[src/rtl/mult_pkg.sv]
// Shared types and sizing for the shift-and-add multiplier.
package mult_pkg;

   typedef enum logic {
      IDLE = 1'b0,
      RUN  = 1'b1
   } state_t;

   localparam int unsigned DEFAULT_WIDTH = 32;

   // Iteration counter width: enough bits to hold WIDTH-1, never less than one.
   function automatic int unsigned cnt_width(input int unsigned w);
      return (w > 1) ? $clog2(w) : 1;
   endfunction

   localparam int unsigned CNT_W = cnt_width(DEFAULT_WIDTH);

endpackage

[src/rtl/mult_step.sv]
// One shift-and-add iteration: conditional accumulate, then shift multiplicand left and multiplier right.
module mult_step
   import mult_pkg::*;
#(
   parameter int unsigned WIDTH = DEFAULT_WIDTH
) (
   input  logic [2*WIDTH-1:0] acc,
   input  logic [2*WIDTH-1:0] mcand,
   input  logic [WIDTH-1:0]   mplier,
   output logic [2*WIDTH-1:0] acc_next_c,
   output logic [2*WIDTH-1:0] mcand_next_c,
   output logic [WIDTH-1:0]   mplier_next_c
);

   always_comb begin
      acc_next_c    = acc;
      mcand_next_c  = mcand << 1;
      mplier_next_c = mplier >> 1;
      // Partial products of a zero-extended operand never overflow 2*WIDTH bits.
      if (mplier[0]) begin
         acc_next_c = acc + mcand;
      end
   end

endmodule

[src/rtl/multiplication_circuit.sv]
// Sequential unsigned multiplier with busy/done handshake, one partial product per clock.
// Optional MULT_EARLY_EXIT_EN ends the run once no multiplier bits remain.
module multiplication_circuit
   import mult_pkg::*;
#(
   parameter int unsigned WIDTH = DEFAULT_WIDTH
) (
   input  logic               clock,
   input  logic               reset,
   input  logic               start,
   input  logic [WIDTH-1:0]   a,
   input  logic [WIDTH-1:0]   b,
   output logic               busy,
   output logic               done,
   output logic [2*WIDTH-1:0] p
);

   localparam int unsigned PW = 2 * WIDTH;
   localparam int unsigned CW = cnt_width(WIDTH);

   state_t            state;
   logic [PW-1:0]     acc;
   logic [PW-1:0]     mcand;
   logic [WIDTH-1:0]  mplier;
   logic [CW-1:0]     count;

   logic [PW-1:0]     acc_nx_c;
   logic [PW-1:0]     mcand_nx_c;
   logic [WIDTH-1:0]  mplier_nx_c;
   logic              last_c;

   mult_step #(
      .WIDTH (WIDTH)
   ) u_step (
      .acc           (acc),
      .mcand         (mcand),
      .mplier        (mplier),
      .acc_next_c    (acc_nx_c),
      .mcand_next_c  (mcand_nx_c),
      .mplier_next_c (mplier_nx_c)
   );

`ifdef MULT_EARLY_EXIT_EN
   assign last_c = (count == '0) || (mplier_nx_c == '0);
`else
   assign last_c = (count == '0);
`endif

   // FSM, iteration registers and registered handshake outputs.
   always_ff @(posedge clock) begin
      if (reset) begin
         state  <= IDLE;
         acc    <= '0;
         mcand  <= '0;
         mplier <= '0;
         count  <= '0;
         busy   <= 1'b0;
         done   <= 1'b0;
         p      <= '0;
      end else begin
         case (state)
            IDLE: begin
               done <= 1'b0;
               if (start) begin
                  mcand  <= PW'(a);
                  mplier <= b;
                  acc    <= '0;
                  count  <= CW'(WIDTH - 1);
                  busy   <= 1'b1;
                  state  <= RUN;
               end
            end
            RUN: begin
               acc    <= acc_nx_c;
               mcand  <= mcand_nx_c;
               mplier <= mplier_nx_c;
               count  <= count - CW'(1);
               if (last_c) begin
                  p     <= acc_nx_c;
                  done  <= 1'b1;
                  busy  <= 1'b0;
                  state <= IDLE;
               end
            end
            default: begin
               state <= IDLE;
            end
         endcase
      end
   end

endmodule

[config.mk]
export PLATFORM = sky130hd
export DESIGN_NAME = multiplication_circuit
export DESIGN_NICKNAME = d
export VERILOG_FILES = /design/src/rtl/mult_pkg.sv /design/src/rtl/mult_step.sv /design/src/rtl/multiplication_circuit.sv
export SDC_FILE = /design/constraint.sdc
export NUM_CORES = 1
export LEC_CHECK = 0
export ABC_AREA = 1
export BUFFER_PORTS_ARGS = -buffer_cell sky130_fd_sc_hd__buf_2
export CAP_MARGIN = 0
export CORE_MARGIN = 10
export CORE_UTILIZATION = 30
export DETAILED_ROUTE_END_ITERATION = 10
export PLACE_DENSITY = 0.5
export SYNTH_ARGS = -nofsm -noshare
export SYNTH_HDL_FRONTEND = slang
export SYNTH_SLANG_ARGS = --single-unit
[constraint.sdc]
create_clock -name clock -period 2.79 [get_ports clock]
set_clock_uncertainty 0.1 [all_clocks]
set_input_delay 0.558 -clock clock [delete_from_list [all_inputs] [get_ports clock]]
set_output_delay 0.558 -clock clock [all_outputs]
set_load 0.03 [all_outputs]
## Word level (Yosys, flattened, before mapping)

Index checks and enable logic that the tools add are counted.

| word-level totals | value |
|---|---|
| flip-flop bits (word level) | 232 |
| output and inout bits | 66 |
| word-level logic and storage cells | 33 |

| cells by class | value |
|---|---|
| add/subtract/negate cells | 2 |
| equal/unequal tests | 2 |
| muxes and demuxes | 17 |
| bitwise logic cells | 1 |
| reductions and logical operators | 3 |

Operators with widths:

| kind | count |
|---|---|
| one-hot mux 64 bit (2 select lines) | 2 |
| 2-to-1 mux 64 bit | 3 |
| adder 64 bit | 1 |
| one-hot mux 32 bit (2 select lines) | 1 |
| 2-to-1 mux 32 bit | 1 |
| one-hot mux 5 bit (2 select lines) | 1 |
| one-hot mux 1 bit (2 select lines) | 3 |
| zero test 5 bit | 1 |
| 2-to-1 mux 1 bit | 5 |
| 2-to-1 mux 5 bit | 1 |
| subtractor 5 x 1 -> 5 bit, second input constant | 1 |
| AND reduction 2 bit | 2 |
| != test 2 x 1 -> 1 bit, second input constant | 1 |
| != test 2 bit, second input constant | 1 |
| NOT 1 bit | 1 |

## Depth between registers and ports, before layout

Gate-level depths: netlist of run 1.

| logic depth | value |
|---|---|
| depth after elaboration | 3 |
| mapped depth | 18 |
| depth with buffers taken out | 18 |

## Cells and area by module

From an unflattened synthesis of run 1, not the netlist that was laid out.

| second synthesis, totals | value |
|---|---|
| cells, all modules | 2769 |
| area, all modules | 16465.8 um^2 |

Modules (own cells, without submodules):

| module | instances | cells an instance | area an instance (um^2) | sequential area each (um^2) |
|---|---|---|---|---|
| multiplication_circuit | 1 | 1247 | 9110.0 | 4644.5 |
| mult_step | 1 | 1522 | 7355.8 | 0.0 |

## Worst setup path after synthesis of run 1

No wires, ideal clock.

| timing path | value |
|---|---|
| kind | register -> register |
| start point | reg acc[0] |
| end point | reg acc[62] |
| setup time | 113 ps |
| arrival | 1924 ps |
| slack | 653 ps |
| cell stages (with the launch flop) | 18 |
| path buffers | 0 |
| period minus slack after synthesis | 2137 ps |
| cells stage by stage | dfxtp_1 -> ha_1 -> inv_1 -> fa_1 -> inv_1 -> nand3_1 -> nand2_2 -> nand2_1 -> nand2_1 -> inv_1 -> o21bai_2 -> nand2_1 -> nand2_1 -> nand2_1 -> nand3_1 -> nand3_2 -> nand3_1 -> nand2_1 |

| on the way | value |
|---|---|
| word-level cells in the longest chain between the ends | 3 |

RTL lines:

| element | line | RTL |
|---|---|---|
| start, declared | multiplication_circuit.sv:22 | `logic [PW-1:0] acc;` |
| start signal, assigned | multiplication_circuit.sv:74 | `acc <= acc_nx_c;` |
| adder 64 bit | mult_step.sv:21 | `acc_next_c = acc + mcand;` |
| 2-to-1 mux 64 bit | mult_step.sv:20 | `if (mplier[0]) begin` |
| one-hot mux 64 bit (2 select lines) | multiplication_circuit.sv:61 | `case (state)` |

Every way passes these cells.
A chain may end at the register's enable or synchronous reset.

## Worst setup path in the final report of run 1

| timing path | value |
|---|---|
| start point | reg acc[46] |
| end point | reg acc[55] |

Same word-level chain as after synthesis.

==> results of run 1 <==
[placed cells by master, fill, tap and decap left out, types with 3 or more instances in the layout]
cell type	count
buf_2	132
inv_2	15
o21a_1	3
o32ai_1	5
a21oi_2	6
nand3_1	207
clkinv_2	5
a22oi_1	41
nor2_2	18
o211ai_1	13
nand2_1	761
a21oi_1	82
nand2_2	16
clkbuf_8	7
nor2_1	127
o21ai_0	88
nand3_2	12
clkbuf_1	6
o22ai_1	36
nand4_1	7
xor2_1	12
ha_1	64
nor3_1	10
xnor2_1	18
bufinv_16	4
o21ai_1	8
o21bai_1	9
inv_1	315
nor3_2	5
buf_4	20
buf_12	6
dfxtp_1	230
nor2_4	5
clkbuf_16	29
a21o_1	3
or2_2	35
[through the flow]
stage          instances  hold WS [ns]  worst slack (ns)
2_1_floorplan       2250         0.342             0.653
3_3_place_gp        2934         0.332             0.200
3_5_place_dp        2934         0.335             0.192
4_1_cts             2988        0.0857             0.151
5_1_grt             2990         0.113            0.0113
6_report            2990         0.111             0.145
[synthesized netlist by cell type, types with 7 or more instances]
cell      instances
nor2_2           17
inv_1           316
nand3_1         208
nor3_1           10
o21bai_1          9
buf_1            11
a21oi_1          85
inv_2            15
a22oi_1          41
o211ai_1         13
nand3_2          11
clkbuf_1         42
ha_1             65
xnor2_1          18
nand2_1         764
buf_2            18
nand2_2          13
o21ai_0          88
o22ai_1          36
nand4_1           7
dfxtp_1         232
or2_2            35
nor2_1          130
xor2_1           12
o21ai_1           8
[per-layer routing]
layer	wire (um)	part of all wire	track usage
met1	27200	0.51	0.270
met2	22400	0.42	0.284
met3	3280	0.061	0.0316
met4	905	0.017	0.0383
met5	13	0.00024	0
[timing repair]
action                                  in CTS  in global routing
buffers inserted                             0                  2
endpoints found under the setup margin       0                 23
gates resized for setup                      0                 11
[critical path: stages, from the launching register on]
cell,delay [ns]
dfxtp_1,0.41
ha_1,0.52
nand2_1,0.17
nor2_1,0.17
inv_1,0.08
nor2_1,0.13
inv_1,0.08
nor2_1,0.17
nand3_1,0.26
nand3_1,0.17
nand3_1,0.12
nand3_1,0.10
nand2_1,0.05
[kinds of logic (layout without fill, tap and decap cells)]
family / after synthesis / count (layout) / synth area share
flops: 232 / 232 / 0.326
buf+inv: 410 / 543 / 0.112
fa+ha+maj: 66 / 66 / 0.0584
compound gates: 300 / 300 / 0.124
xor+xnor: 30 / 30 / 0.0184
simple gates: 1212 / 1212 / 0.362
[where the power goes]
part           switching, W  leakage (nW)  internal [W]
Clock               0.00160         0.505       0.00247
Combinational      0.000647          5.91      0.000313
Sequential         0.000101          1.88       0.00342
[flip-flops by register name, indices dropped and copies added, names as in the netlist]
| register | count |
|---|---|
| busy | 1 |
| mcand | 64 |
| p | 64 |
| state | 1 |
| mplier | 32 |
| acc | 64 |
| done | 1 |
| count | 5 |
[final cells by class]
cell class              instances  area [um2]
well taps                     607         759
clock buffers                  42         845
multi-input cells            1608        8080
repair buffers                158         931
inverters                     331        1240
fillers                      5076       30100
clock inverters                12         185
flip-flops and latches        232        4650
[final timing paths]
| kind | from | endpoint | slack (ns) | depth (start not counted) |
|---|---|---|---|---|
| worst max-delay path | acc[46] | acc[55] | 0.15 | 12 |
| worst min-delay path | a[0] | mcand[0] | 0.11 | 3 |
| worst max register to register | acc[46] | acc[55] | 0.15 | 12 |
| worst min register to register | p[48] | p[48] | 0.35 | 2 |
==> run metrics, run 1 <==
status=finished clean; Num CTS Buffers=29; vias per cell=4.81; root buffer cell=clkbuf_16; DR pass1 iterations=6; area fraction of the dominant cell type after synthesis=0.326; drt wl/cell=18.0 um; fin crit period=2.64 ns; Worst Path Arrival=3.01 ns; Pwr Density=513 nW/um2; first-pass GRT wire length=83100 um; die height=238 um; DP HPWL=40900 um; Synthesized Nets=2383; max-slew violation count=0; fmax=378 MHz; gpl congestion=0.973; total grt overflow=0; initial DRC count=1054; initial antenna violation count=1; ranking of synthesized cells by area=dfxtp_1 33%, nand2_1 20%, inv_1 8.3%; CP required=3.16 ns; utilization after layout=0.357; number of remaining DRC errors=0; Setup crit start kind=flip-flop; RSZ-0062 raised after global routing=false; total track usage=0.186; Post-CTS Hold Fix Bufs=0; die width=238 um; layout cell share with drive strength beyond 1=0.136; CTS clk-pin slew, worst paths=0.06 ns; final setup vio count=0; Total Power=0.00856 W; CP Capture Type=flip-flop; PortBufs=132; TritonCTS Sinks=232; Crit Path Class=flip-flop to flip-flop; Netlist cell types=48; Synth-to-Final Area Change=17.0%; Slew HR=0.453; TritonCTS clock tree=done; Die Area=56700 um2; EDFF count, synth=0; final instance area=16700 um2; I/O Pins=133; nets=2493; Worst-Margin Slew=0.820 ns; largest net degree at the start of global routing=114; CP max FO=5; Max Cap Viol=0; area leader, netlist=dfxtp_1; Routed Antenna Nets=0; Post-synth ARST share=0; H-tree depth reported by CTS=1; core area=46800 um2; Pleak=8.30 nW; total number of vias=14400; num rows=79; Initial Utilization=0.305; clock latency at the later pin of the worst-skew pair=0.60 ns; vias in the first global route=14200; Worst IR Drop VDD=0.456 mV; sequential area share after synthesis=0.326; Avg Cell Area, Syn=6.34 um2; gate count after technology mapping=2250; Synth warnings=0; antenna cells=0; routed wire length=53700 um; placement-stage cell area=15600 um2; period utilization=0.948; clk buf depth=3; number of synthesized register bits=232; Hold Vio Cnt, Final=0; Cell Area, Synth=14300 um2; Hold Path Class=input port to flip-flop; ys flop type=dfxtp_1; setup tns final=0 ns
Note: power is estimated with default switching activity, not from simulation.
==> run 2: changes to the inputs <==
==> constraint.sdc (replaced) <==
create_clock -name clock -period 2.96 [get_ports clock]
set_clock_uncertainty 0.1 [all_clocks]
set_input_delay 0.592 -clock clock [delete_from_list [all_inputs] [get_ports clock]]
set_output_delay 0.592 -clock clock [all_outputs]
set_load 0.03 [all_outputs]
==> run 2 against run 1 <==
Compared with the run above:
- clock-buffer cell count is 4 lower
- combinational power shrank 6.0%
- wire length fell by 1.3%
- register-to-register slack improved by 0.11 ns
- final cell count down 0.33%
- worst setup slack better by 0.11 ns
- critical path depth grew 6
- sequential power shrank 6.0%
- first-iteration DRC count fell by 5.2%
- non-clock buffer count shrank 6
- sequential cell count stayed put
- critical endpoint is now acc[34]
==> run metrics, run 2 (same netlist as run 1, synthesis figures left out) <==
largest net degree at the start of global routing=116 (was 114); setup tns final=0 ns (unchanged); gpl congestion=0.935 (was 0.973); Initial Utilization=0.305 (unchanged); drt wl/cell=17.8 um (was 18.0 um); initial DRC count=999 (was 1054); Top cell by count, worst path=nand2_1 (was nand3_1); DP HPWL=40400 um (was 40900 um); Worst Path Arrival=3.07 ns (was 3.01 ns); Routed Antenna Nets=0 (unchanged); die width=238 um (unchanged); Net Switching=0.00214 W (was 0.00235 W); Worst-Margin Slew=0.890 ns (was 0.820 ns); H-tree depth reported by CTS=1 (unchanged); CP required=3.32 ns (was 3.16 ns); switching share of total power=0.281 (was 0.274); Worst IR Drop VDD=0.388 mV (was 0.456 mV); TritonCTS Sinks=232 (unchanged); vias per cell=4.86 (was 4.81); utilization after layout=0.352 (was 0.357); initial antenna violation count=0 (was 1); Pwr Density=462 nW/um2 (was 513 nW/um2); Post-CTS Hold Fix Bufs=0 (unchanged); Comb pwr share=0.119 (was 0.112); root buffer cell=clkbuf_16 (unchanged); CP max FO=4 (was 5); Max Cap Viol=0 (unchanged); core area=46800 um2 (unchanged); Crit Path Class=flip-flop to flip-flop (unchanged); Slew HR=0.406 (was 0.453); antenna cells=0 (unchanged); M1 WL=26900 um (was 27200 um); fmax=370 MHz (was 378 MHz); sequential power share=0.435 (was 0.412); met2 wire len=21900 um (was 22400 um); layout cell share with drive strength beyond 1=0.129 (was 0.136); die height=238 um (unchanged); Fill cells=5152 (was 5076); vias in the first global route=13800 (was 14200); leading cell types in the layout, fill and taps excluded=763 x nand2_1, 315 x inv_1, 230 x dfxtp_1 (was 761 x nand2_1, 315 x inv_1, 230 x dfxtp_1); routed wire length=53000 um (was 53700 um); TritonCTS clock tree=done (unchanged); status=finished clean (unchanged); fin crit period=2.71 ns (was 2.64 ns); PortBufs=132 (unchanged); RSZ-0062 raised after global routing=false (unchanged); most common cell after layout, fill and taps aside=nand2_1 (unchanged); clk buf depth=3 (unchanged); Cell Int Power=0.00547 W (was 0.00621 W); CTS clk-pin slew, worst paths=0.06 ns (about the same); worst path cell trace=ha_1 -> inv_1 -> fa_1 -> inv_1 -> nand3_1 -> nand2_2 -> nand2_1 -> nand2_1 -> nand2_1 -> nand2_2 -> nand2_1 -> nand2_1 -> nand2_1 -> nand2_1 -> xnor2_1 -> nand2_1 -> nand3_1 -> nand2_1 (was ha_1 -> nand2_1 -> nor2_1 -> inv_1 -> nor2_1 -> inv_1 -> nor2_1 -> nand3_1 -> nand3_1 -> nand3_1 -> nand3_1 -> nand2_1); number of remaining DRC errors=0 (unchanged); Synth-to-Final Area Change=15.5% (was 17.0%); Worst path slowest cell=fa_1 (was ha_1); total grt overflow=0 (unchanged); Die Area=56700 um2 (unchanged); met3 wire len=3110 um (was 3280 um); Hold Path Class=input port to flip-flop (unchanged); final setup vio count=0 (unchanged); total number of vias=14500 (was 14400); Pleak=8.21 nW (was 8.30 nW); CP peak stage delay=0.35 ns (was 0.52 ns); Setup crit start kind=flip-flop (unchanged); post-CTS setup buffers=0 (unchanged); Hold Vio Cnt, Final=0 (unchanged); max-slew violation count=0 (unchanged); Num CTS Buffers=29 (unchanged); first-pass GRT wire length=81700 um (was 83100 um); I/O Pins=133 (unchanged); CP Capture Type=flip-flop (unchanged); nets=2487 (was 2493); max layer used=met4 (was met5); clock latency at the later pin of the worst-skew pair=0.59 ns (was 0.60 ns); largest registers=acc: 64 flops, mcand: 64 flops, p: 64 flops (unchanged); DR pass1 iterations=5 (was 6); num rows=79 (unchanged); period utilization=0.914 (was 0.948); total track usage=0.182 (was 0.186); Clock power frac=0.446 (was 0.476)
## run 2: changes by cell type in the layout (fill, tap and decap cells not counted), moves of 3 or more
cell and change:
clkinv_2 +3, bufinv_16 -3, a21oi_1 +3, buf_4 -7
a21oi_2 -3, clkbuf_8 -4
## run 2: final cells by class
type	instances	area [um2]	share of cell area
well taps	607	759	0.0461
clock buffers	38	790	0.0479
clock inverters	12	98.8	0.00600
multi-input cells	1608	8040	0.488
flip-flops and latches	232	4650	0.282
repair buffers	152	898	0.0545
inverters	331	1240	0.0755
## run 2: power groups by stage
| stage | logic, W | registers (W) | clock network [W] |
|---|---|---|---|
| after floorplan | 0.000576 | 0.00337 | 0 |
| after global routing | 0.00100 | 0.00332 | 0.00361 |
| after CTS | 0.000906 | 0.00331 | 0.00349 |
| after detailed placement | 0.000903 | 0.00338 | 0 |
| final | 0.000902 | 0.00331 | 0.00339 |
| after global placement | 0.000898 | 0.00337 | 0 |
## run 2: path summary, 6_finish.rpt
check / from / slack [ns] / endpoint / depth (start not counted)
setup reg to reg: acc[0] / 0.25 / acc[34] / 18
hold reg to reg: p[37] / 0.35 / p[37] / 2
hold / removal: b[17] / 0.16 / mplier[17] / 3
setup / recovery: acc[0] / 0.25 / acc[34] / 18
## run 2: what timing repair did
action / 4_1_cts / 5_1_grt
hold endpoints to repair: 0 / 0
resized for setup: 0 / 1
endpoints found under the setup margin: 0 / 2
## run 2: critical path: cells and delay by family (launching register included)
kind | cells | cell delay, ns
XOR/XNOR | 1 | 0.18
adder cells (fa/ha/maj) | 2 | 0.52
buffers and inverters | 2 | 0.16
flip-flops | 1 | 0.33
AND/OR/NAND/NOR | 13 | 1.28
## run 2: layer usage
metal | vias up | track usage
met5 | - | 0
met4 | 0 | 0.0439
met3 | 66 | 0.0292
met2 | 361 | 0.275
met1 | 6701 | 0.265
li1 | 7365 | -
## run 2: through the flow
stage / total power (W) / cells / hold slack [ns] / cell area (um2) / worst slack [ns]
detailed placement: 0.00428 / 2930 / 0.335 / 15600 / 0.245
finish: 0.00761 / 2980 / 0.162 / 16500 / 0.254
global placement: 0.00427 / 2930 / 0.333 / 15600 / 0.293
floorplan: 0.00395 / 2250 / 0.342 / 14300 / 0.823
CTS: 0.00771 / 2980 / 0.132 / 16500 / 0.235
global route: 0.00793 / 2980 / 0.158 / 16500 / 0.0369
